`src/rtl/instr_fetch_unit_pkg.sv`:
```
// Shared ISA definitions for the fetch stage and decoder: field positions,
// fetch FSM encodings and the NOP encoding.
package instr_fetch_unit_pkg;

  localparam int ISA_W    = 16;
  localparam int OP_MSB   = 15;
  localparam int OP_LSB   = 12;
  localparam int RA_MSB   = 11;
  localparam int RA_LSB   = 9;
  localparam int RB_MSB   = 8;
  localparam int RB_LSB   = 6;
  localparam int RC_MSB   = 5;
  localparam int RC_LSB   = 3;
  localparam int IMM5_MSB = 4;
  localparam int IMM5_LSB = 0;

  localparam logic [ISA_W-1:0] NOP_ENC = 16'h0000;

  typedef enum logic [1:0] {
    ST_IDLE = 2'd0,
    ST_REQ  = 2'd1,
    ST_DONE = 2'd2
  } fetch_state_e;

  typedef struct packed {
    logic [OP_MSB-OP_LSB:0]     op;
    logic [RA_MSB-RA_LSB:0]     ra;
    logic [RB_MSB-RB_LSB:0]     rb;
    logic [RC_MSB-RC_LSB:0]     rc;
    logic [IMM5_MSB-IMM5_LSB:0] imm5;
  } ir_fields_t;

endpackage

```
`src/rtl/instr_fetch_unit_ir_fields.sv`:
```
// Combinational instruction-field slicer; shared between fetch and decode.
// rc and imm5 overlap on ir[4:3] by ISA design.
module ir_fields
  import instr_fetch_unit_pkg::*;
(
  input  logic [ISA_W-1:0] ir,
  output ir_fields_t       fields
);

  always_comb begin
    fields      = '0;
    fields.op   = ir[OP_MSB:OP_LSB];
    fields.ra   = ir[RA_MSB:RA_LSB];
    fields.rb   = ir[RB_MSB:RB_LSB];
    fields.rc   = ir[RC_MSB:RC_LSB];
    fields.imm5 = ir[IMM5_MSB:IMM5_LSB];
  end

endmodule

```
`src/rtl/instr_fetch_unit.sv`:
```
// Fetch stage: PC, IR and req/ack fetch FSM (IDLE -> REQ -> DONE -> IDLE).
// Optional ack timeout enabled by defining FETCH_TIMEOUT_EN.
module instr_fetch_unit
  import instr_fetch_unit_pkg::*;
#(
  parameter int                DATA_W    = 16,
  parameter int                ADDR_W    = 16,
  parameter logic [ADDR_W-1:0] RESET_PC  = 16'h0000,
  parameter logic [DATA_W-1:0] NOP_INSTR = 16'h0000,
  parameter int                TIMEOUT   = 15
) (
  input  logic              clk,
  input  logic              rst,
  input  logic              fetch_start,
  input  logic              pc_write,
  input  logic [ADDR_W-1:0] pc_next,
  output logic              mem_req,
  output logic [ADDR_W-1:0] mem_addr,
  input  logic [DATA_W-1:0] mem_rdata,
  input  logic              mem_ack,
  output logic [DATA_W-1:0] ir,
  output logic              ir_valid,
  output logic              busy,
  output logic [ADDR_W-1:0] pc,
  output logic [3:0]        op,
  output logic [2:0]        ra,
  output logic [2:0]        rb,
  output logic [2:0]        rc,
  output logic [4:0]        imm5,
  output logic              fetch_err
);

  fetch_state_e state;
  ir_fields_t   fields;

`ifdef FETCH_TIMEOUT_EN
  localparam int TMR_W = $clog2(TIMEOUT + 1);
  logic [TMR_W-1:0] timer;
`endif

  always_ff @(posedge clk or posedge rst) begin
    if (rst) begin
      state     <= ST_IDLE;
      pc        <= RESET_PC;
      ir        <= NOP_INSTR;
      mem_req   <= 1'b0;
      ir_valid  <= 1'b0;
      fetch_err <= 1'b0;
`ifdef FETCH_TIMEOUT_EN
      timer     <= '0;
`endif
    end else begin
      ir_valid  <= 1'b0;
      fetch_err <= 1'b0;
      case (state)
        ST_IDLE: begin
          // A same-cycle pc_write redirects the fetch, since mem_addr follows pc.
          if (pc_write) pc <= pc_next;
          if (fetch_start) begin
            state   <= ST_REQ;
            mem_req <= 1'b1;
`ifdef FETCH_TIMEOUT_EN
            timer   <= '0;
`endif
          end
        end
        ST_REQ: begin
          if (mem_ack) begin
            ir       <= mem_rdata;
            pc       <= pc + ADDR_W'(1);
            mem_req  <= 1'b0;
            ir_valid <= 1'b1;
            state    <= ST_DONE;
          end
`ifdef FETCH_TIMEOUT_EN
          else if (timer == TMR_W'(TIMEOUT - 1)) begin
            ir        <= NOP_INSTR;
            mem_req   <= 1'b0;
            ir_valid  <= 1'b1;
            fetch_err <= 1'b1;
            state     <= ST_DONE;
          end else begin
            timer <= timer + TMR_W'(1);
          end
`endif
        end
        ST_DONE: state <= ST_IDLE;
        default: state <= ST_IDLE;
      endcase
    end
  end

`ifndef FETCH_TIMEOUT_EN
  logic unused_tmo;
  assign unused_tmo = ^TIMEOUT;
`endif

  assign mem_addr = pc;
  assign busy     = (state != ST_IDLE);

  ir_fields u_fields (
    .ir     (ir[ISA_W-1:0]),
    .fields (fields)
  );

  assign op   = fields.op;
  assign ra   = fields.ra;
  assign rb   = fields.rb;
  assign rc   = fields.rc;
  assign imm5 = fields.imm5;

endmodule

```
`config.mk`:
```
export PLATFORM = sky130hd
export DESIGN_NAME = instr_fetch_unit
export DESIGN_NICKNAME = d
export VERILOG_FILES = /design/src/rtl/instr_fetch_unit_pkg.sv /design/src/rtl/instr_fetch_unit_ir_fields.sv /design/src/rtl/instr_fetch_unit.sv
export SDC_FILE = /design/constraint.sdc
export NUM_CORES = 1
export LEC_CHECK = 0
export ABC_AREA = 1
export BUFFER_PORTS_ARGS = -buffer_cell sky130_fd_sc_hd__buf_4
export CAP_MARGIN = 20
export CORE_MARGIN = 1.5
export CORE_UTILIZATION = 44
export DETAILED_ROUTE_END_ITERATION = 10
export GPL_ROUTABILITY_DRIVEN = 0
export PLACE_DENSITY_LB_ADDON = 0.25
export SYNTH_ARGS = -nofsm -noshare
export SYNTH_HDL_FRONTEND = slang
export SYNTH_SLANG_ARGS = --single-unit
```
`constraint.sdc`:
```
create_clock -name clk -period 4.1 [get_ports clk]
set_clock_uncertainty 0.1 [all_clocks]
set_input_delay 0.41 -clock clk [delete_from_list [all_inputs] [get_ports clk]]
set_output_delay 0.41 -clock clk [all_outputs]
set_load 0.03 [all_outputs]
```
## Yosys cells after proc, flatten, opt, wreduce, memory -nomap -nowiden

Index checks and enable logic that the tools add are counted.

- Logic and storage cells: 28
- Bits in registers: 36
- Bits of input ports: 37
- Output and inout bits: 70

- Muxes and demuxes: 11
- $add $sub $neg: 1
- Equal/unequal tests: 4
- Reduce and logical (&&, ||, !) cells: 7

Operators by type and width:

| cell | number |
|---|---|
| 2-to-1 mux 16 bit | 2 |
| one-hot mux 16 bit (2 select lines) | 1 |
| adder 16 x 1 -> 16 bit (second input constant) | 1 |
| != test 2 bit (second input constant) | 3 |
| AND reduction 3 bit | 2 |
| 2-to-1 mux 1 bit | 4 |
| 2-to-1 mux 2 bit | 2 |
| one-hot mux 2 bit (2 select lines) | 1 |
| AND reduction 2 bit | 2 |
| nonzero test 2 bit | 2 |
| equality test 2 x 1 -> 1 bit (second input constant) | 1 |
| logical NOT 2 bit | 1 |
| one-hot mux 1 bit (2 select lines) | 1 |

## Longest topological paths before layout

- Depth in word-level cells: 3
- Gate-level depth with buffers: 9
- Mapped depth without buffers: 9

## By module

From an unflattened synthesis, not the netlist that was laid out.

- Cell total of the unflattened synthesis: 300
- Area, all modules: 2188.3 µm²

By module, submodules not included:

| module | cells an instance | times used | seq. area each (µm²) | area each (µm²) |
|---|---|---|---|---|
| instr_fetch_unit | 282 | 1 | 900.9 | 2053.2 |
| ir_fields | 18 | 1 | 0.0 | 135.1 |

## Worst setup path before layout

OpenSTA, ideal clock, no wires.

- Path type: reg2reg
- Start point: register pc[1] (netlist: mem_addr[1])
- End point: register pc[10] (netlist: mem_addr[10])
- Stages on the path, launching flop included: 9
- Clock period less this slack: 1.640 ns
- Path buffers: 0
- Required time: 3.883 ns
- Slack: 2.460 ns
- Arrival: 1.423 ns
- Library setup time: 0.117 ns
- Cells stage by stage: dfrtp_1 ha_1 nand3_2 inv_1 nand2_1 o21ai_0 nand3_1 nand2_1 nand2_1

- Longest elaborated chain between the ends: 3

RTL lines:

| element | RTL line | source |
|---|---|---|
| from (decl) | instr_fetch_unit.sv:24 | `output logic [ADDR_W-1:0] pc,` |
| from (signal assigned) | instr_fetch_unit.sv:58 | `if (pc_write) pc <= pc_next;` |
| from (signal assigned) | instr_fetch_unit.sv:70 | `pc <= pc + ADDR_W'(1);` |
| adder 16 x 1 -> 16 bit | instr_fetch_unit.sv:70 |  |
| 2-to-1 mux 16 bit | instr_fetch_unit.sv:68 | `if (mem_ack) begin` |
| one-hot mux 16 bit (2 select lines) | instr_fetch_unit.sv:55 | `case (state)` |

Every way passes these cells. The select of a mux whose other input is x is not followed.
A chain may end at the register's enable or synchronous reset.

## Worst setup path in the final report

- Start point: register state[1]
- End point: register pc[3] (netlist: mem_addr[3])

- Longest elaborated chain between the ends: 3
- Elaborated cells on any way between the ends: 7
- Classes of those cells: eq/ne: 3; mux: 1; reduce/logical: 3

RTL lines:

| element | RTL line | source |
|---|---|---|
| from (decl) | instr_fetch_unit.sv:33 | `fetch_state_e state;` |
| from (signal assigned) | instr_fetch_unit.sv:43 | `state <= ST_IDLE;` |
| from (signal assigned) | instr_fetch_unit.sv:60 | `state <= ST_REQ;` |
| from (signal assigned) | instr_fetch_unit.sv:73 | `state <= ST_DONE;` |
| equality test 2 x 1 -> 1 bit or logical NOT 2 bit (tied branches) | instr_fetch_unit.sv:55 |  |
| != test 2 bit (no source line) or nonzero test 2 bit (tied branches) | n/a |  |
| AND reduction 3 bit (no source line) | n/a |  |

Parallel ways exist; a longest one is shown, timed or not.

==> impl_metrics.csv <==
group,metric,value,unit
outcome,status,"completed",
synth,synth.distinct_cells,25,
floorplan,core,4750,um^2
setup_path,crit_required,4.18,ns
setup_path,critPathKind,"flop to flop",
route,route.detailed.drc,0,
floorplan,start_util,46.0,%
power_and_ir_drop,irDropWorstVdd,0.000590,V
finish,area_growth,29.0,%
setup_path,crit_arrival,2.49,ns
placed_design,io_buffers,105,
clocking,post_cts_resize_count,0,
power_and_ir_drop,power_density,967,nW/um^2
run,max_cap_violations,0,
sta,tightest_slew,0.640,ns
setup_path,rr_worst_depth,6,
finish,fin_util,59.4,%
global_routing,grt_max_degree,37,
sta,finalMaxSlewViolations,0,
route,routed_via_density,4.67,
setup_path,crit-reg2reg-launch,"state[1]",
floorplan,rows,25,
synth,avgSynthCellArea,7.29,um^2
synth,mappedNetlistNets,338,
finish,antenna-diode-count,0,
clocking,cts_buffers,5,
sta,hold_violations,0,
setup_path,crit_slowest_cell,"nor2_4",
setup_path,worstPathCellList,"nor2_4 > nand2_2 > nand2_2 > inv_2 > a21oi_1 > a21oi_1",
sta,rsz0062_at_grt,"false",
setup_path,crit_fanout,32,
floorplan,die-area,5410,um^2
floorplan,die_w,73.5,um
setup_path,worst-path-buf-inv,1,
clocking,clockBufferDepth,2,
floorplan,fp.dieH,73.5,um
clocking,clkSinkCount,36,
setup_path,r2r-end,"mem_addr[3]",
clocking,cts_setup_buffers,0,
finish,layout_common_cells,"nand2_1 (109), buf_4 (106), dfrtp_1 (36)",
synth,synth_cells,300,
route,wl_per_cell,11.5,um
setup_path,regToRegSetupSlack,1.68,ns
setup_path,slowest_delay,0.53,ns
clocking,cts_tree,"done",
route,drt-pass1-iter-count,5,
synth,syn-cell-area,2190,um^2
sta,setup_viol,0,
worst_hold_path,hp-class,"input port to asynchronous set/reset pin",
power_and_ir_drop,leakagePower,1.59,nW
sta,slew_headroom,57.2,%
clocking,root_buffer,"clkbuf_8",
global_routing,grt_pass1_wl,7.94,mm
sta,fin_ws,1.68,ns
route,dr.first_iter.drc_count,146,
placed_design,placed_area,2740,um^2
finish,layout_commonest_cell,"nand2_1",
setup_path,cpLargestDelayFamily,"simple AND/OR/NAND/NOR gates",
finish,fillers,484,
finish,post-route-cell-area,2820,um^2
clocking,htree_num_levels,2,
synth,synth_seq_cells,36,
route,wirelength,5.04,mm
placed_design,hpwl,3.62,mm
route,vias,2044,
synth,yosysWarnings,0,
synth,synth-seq-area-share,41.2,%
finish,nets,408,
finish,multiInputGateArea,837,um^2
sta,timing.final.crit_share,58.9,%
global_routing,antenna_found_initial,0,
sta,fmax,0.414,GHz
finish,drive_above_1_share,33.4,%
sta,setup_tns,0,ns
floorplan,pin_count,107,
sta,period_needed,2.42,ns
sta,timing.hold.ws,0.122,ns
placed_design,pre_cts_ws,1.69,ns
route,ant_nets,0,
finish,seqCellArea,901,um^2
setup_path,end_kind,"flop",
setup_path,start_kind,"flop",
clocking,clkSlewWorstSetupHoldPaths,0.08,ns
global_routing,grt.overflow.total,0,
global_routing,track_usage,18.9,%
clocking,cts_hold_buf,0,
global_routing,grt_pass1_vias,1842,
clocking,clock_latency,0.29,ns
[synth_stat cells (all sizes together)]
cell type | instances | share of area, %
a21oi | 8 | 1.8
a31oi | 2 | 0.57
buf | 43 | 15
clkinv | 1 | 0.23
conb | 1 | 0.17
dfrtp | 36 | 41
ha | 1 | 0.57
inv | 30 | 5.1
nand2 | 111 | 19
nand3 | 17 | 4.1
nand4 | 5 | 1.4
nor2 | 20 | 4.2
nor3 | 1 | 0.23
o21ai | 20 | 4.6
o22ai | 1 | 0.29
or2 | 2 | 0.57
xor2 | 1 | 0.40
[worst max path at each step]
stage	startpoint	end	slack [ns]	cells past startpoint
after floorplan	mem_addr[1]	mem_addr[10]	2.46	8
after global placement	state[1]	mem_addr[3]	1.76	6
after detailed placement	state[1]	mem_addr[6]	1.69	7
after CTS	state[1]	mem_addr[3]	1.69	6
after global routing	state[1]	mem_addr[3]	1.42	6
final	state[1]	mem_addr[3]	1.68	6
[sequential cells by signal (all words and copies together) (netlist names)]
name and count:
state 2, ir 16, ir_valid 1, mem_addr 16, mem_req 1
[layout make-up]
class / count / area share (%)
clock buffers: 5 / 2.44
inverters: 31 / 4.17
repair buffers: 106 / 28.2
well taps: 67 / 2.97
flip-flops and latches: 36 / 31.9
multi-input cells: 190 / 29.7
clock inverters: 3 / 0.665
[cells by family (layout without fill, tap and decap cells)]
family | Yosys count | in the layout | synth area share (%)
flops | 36 | 36 | 41.2
compound gates | 31 | 31 | 7.26
simple gates | 156 | 156 | 29.8
other cells | 1 | 1 | 0.171
xor+xnor | 1 | 1 | 0.400
buf+inv | 74 | 145 | 20.6
fa+ha+maj | 1 | 1 | 0.572
[stage by stage]
stage | power, mW | instances
after floorplan | 2.07 | 300
after global placement | 2.46 | 430
after detailed placement | 2.48 | 430
after CTS | 2.74 | 438
after global routing | 2.91 | 438
final | 2.73 | 438
[worst reg2reg max path: stages, from the launching register on]
cell and delay (ns):
dfrtp_1 0.41, nor2_4 0.53, nand2_2 0.41, nand2_2 0.45, inv_2 0.20, a21oi_1 0.15, a21oi_1 0.05
[power breakdown]
part	internal (mW)	switching, mW	leakage (nW)
Sequential	0.524	0.215	0.435
Clock	0.118	0.133	0.0479
Combinational	0.601	1.14	1.11
[routing by layer]
layer | GRT usage (%) | up-vias | part of all wire, %
met2 | 31.3 | 83 | 47
li1 | - | 1034 | -
met4 | 6.79 | 0 | 1.2
met5 | 0 | - | 0
met3 | 6.31 | 6 | 9.2
met1 | 22.8 | 921 | 42
(Power assumes the default switching activity.)
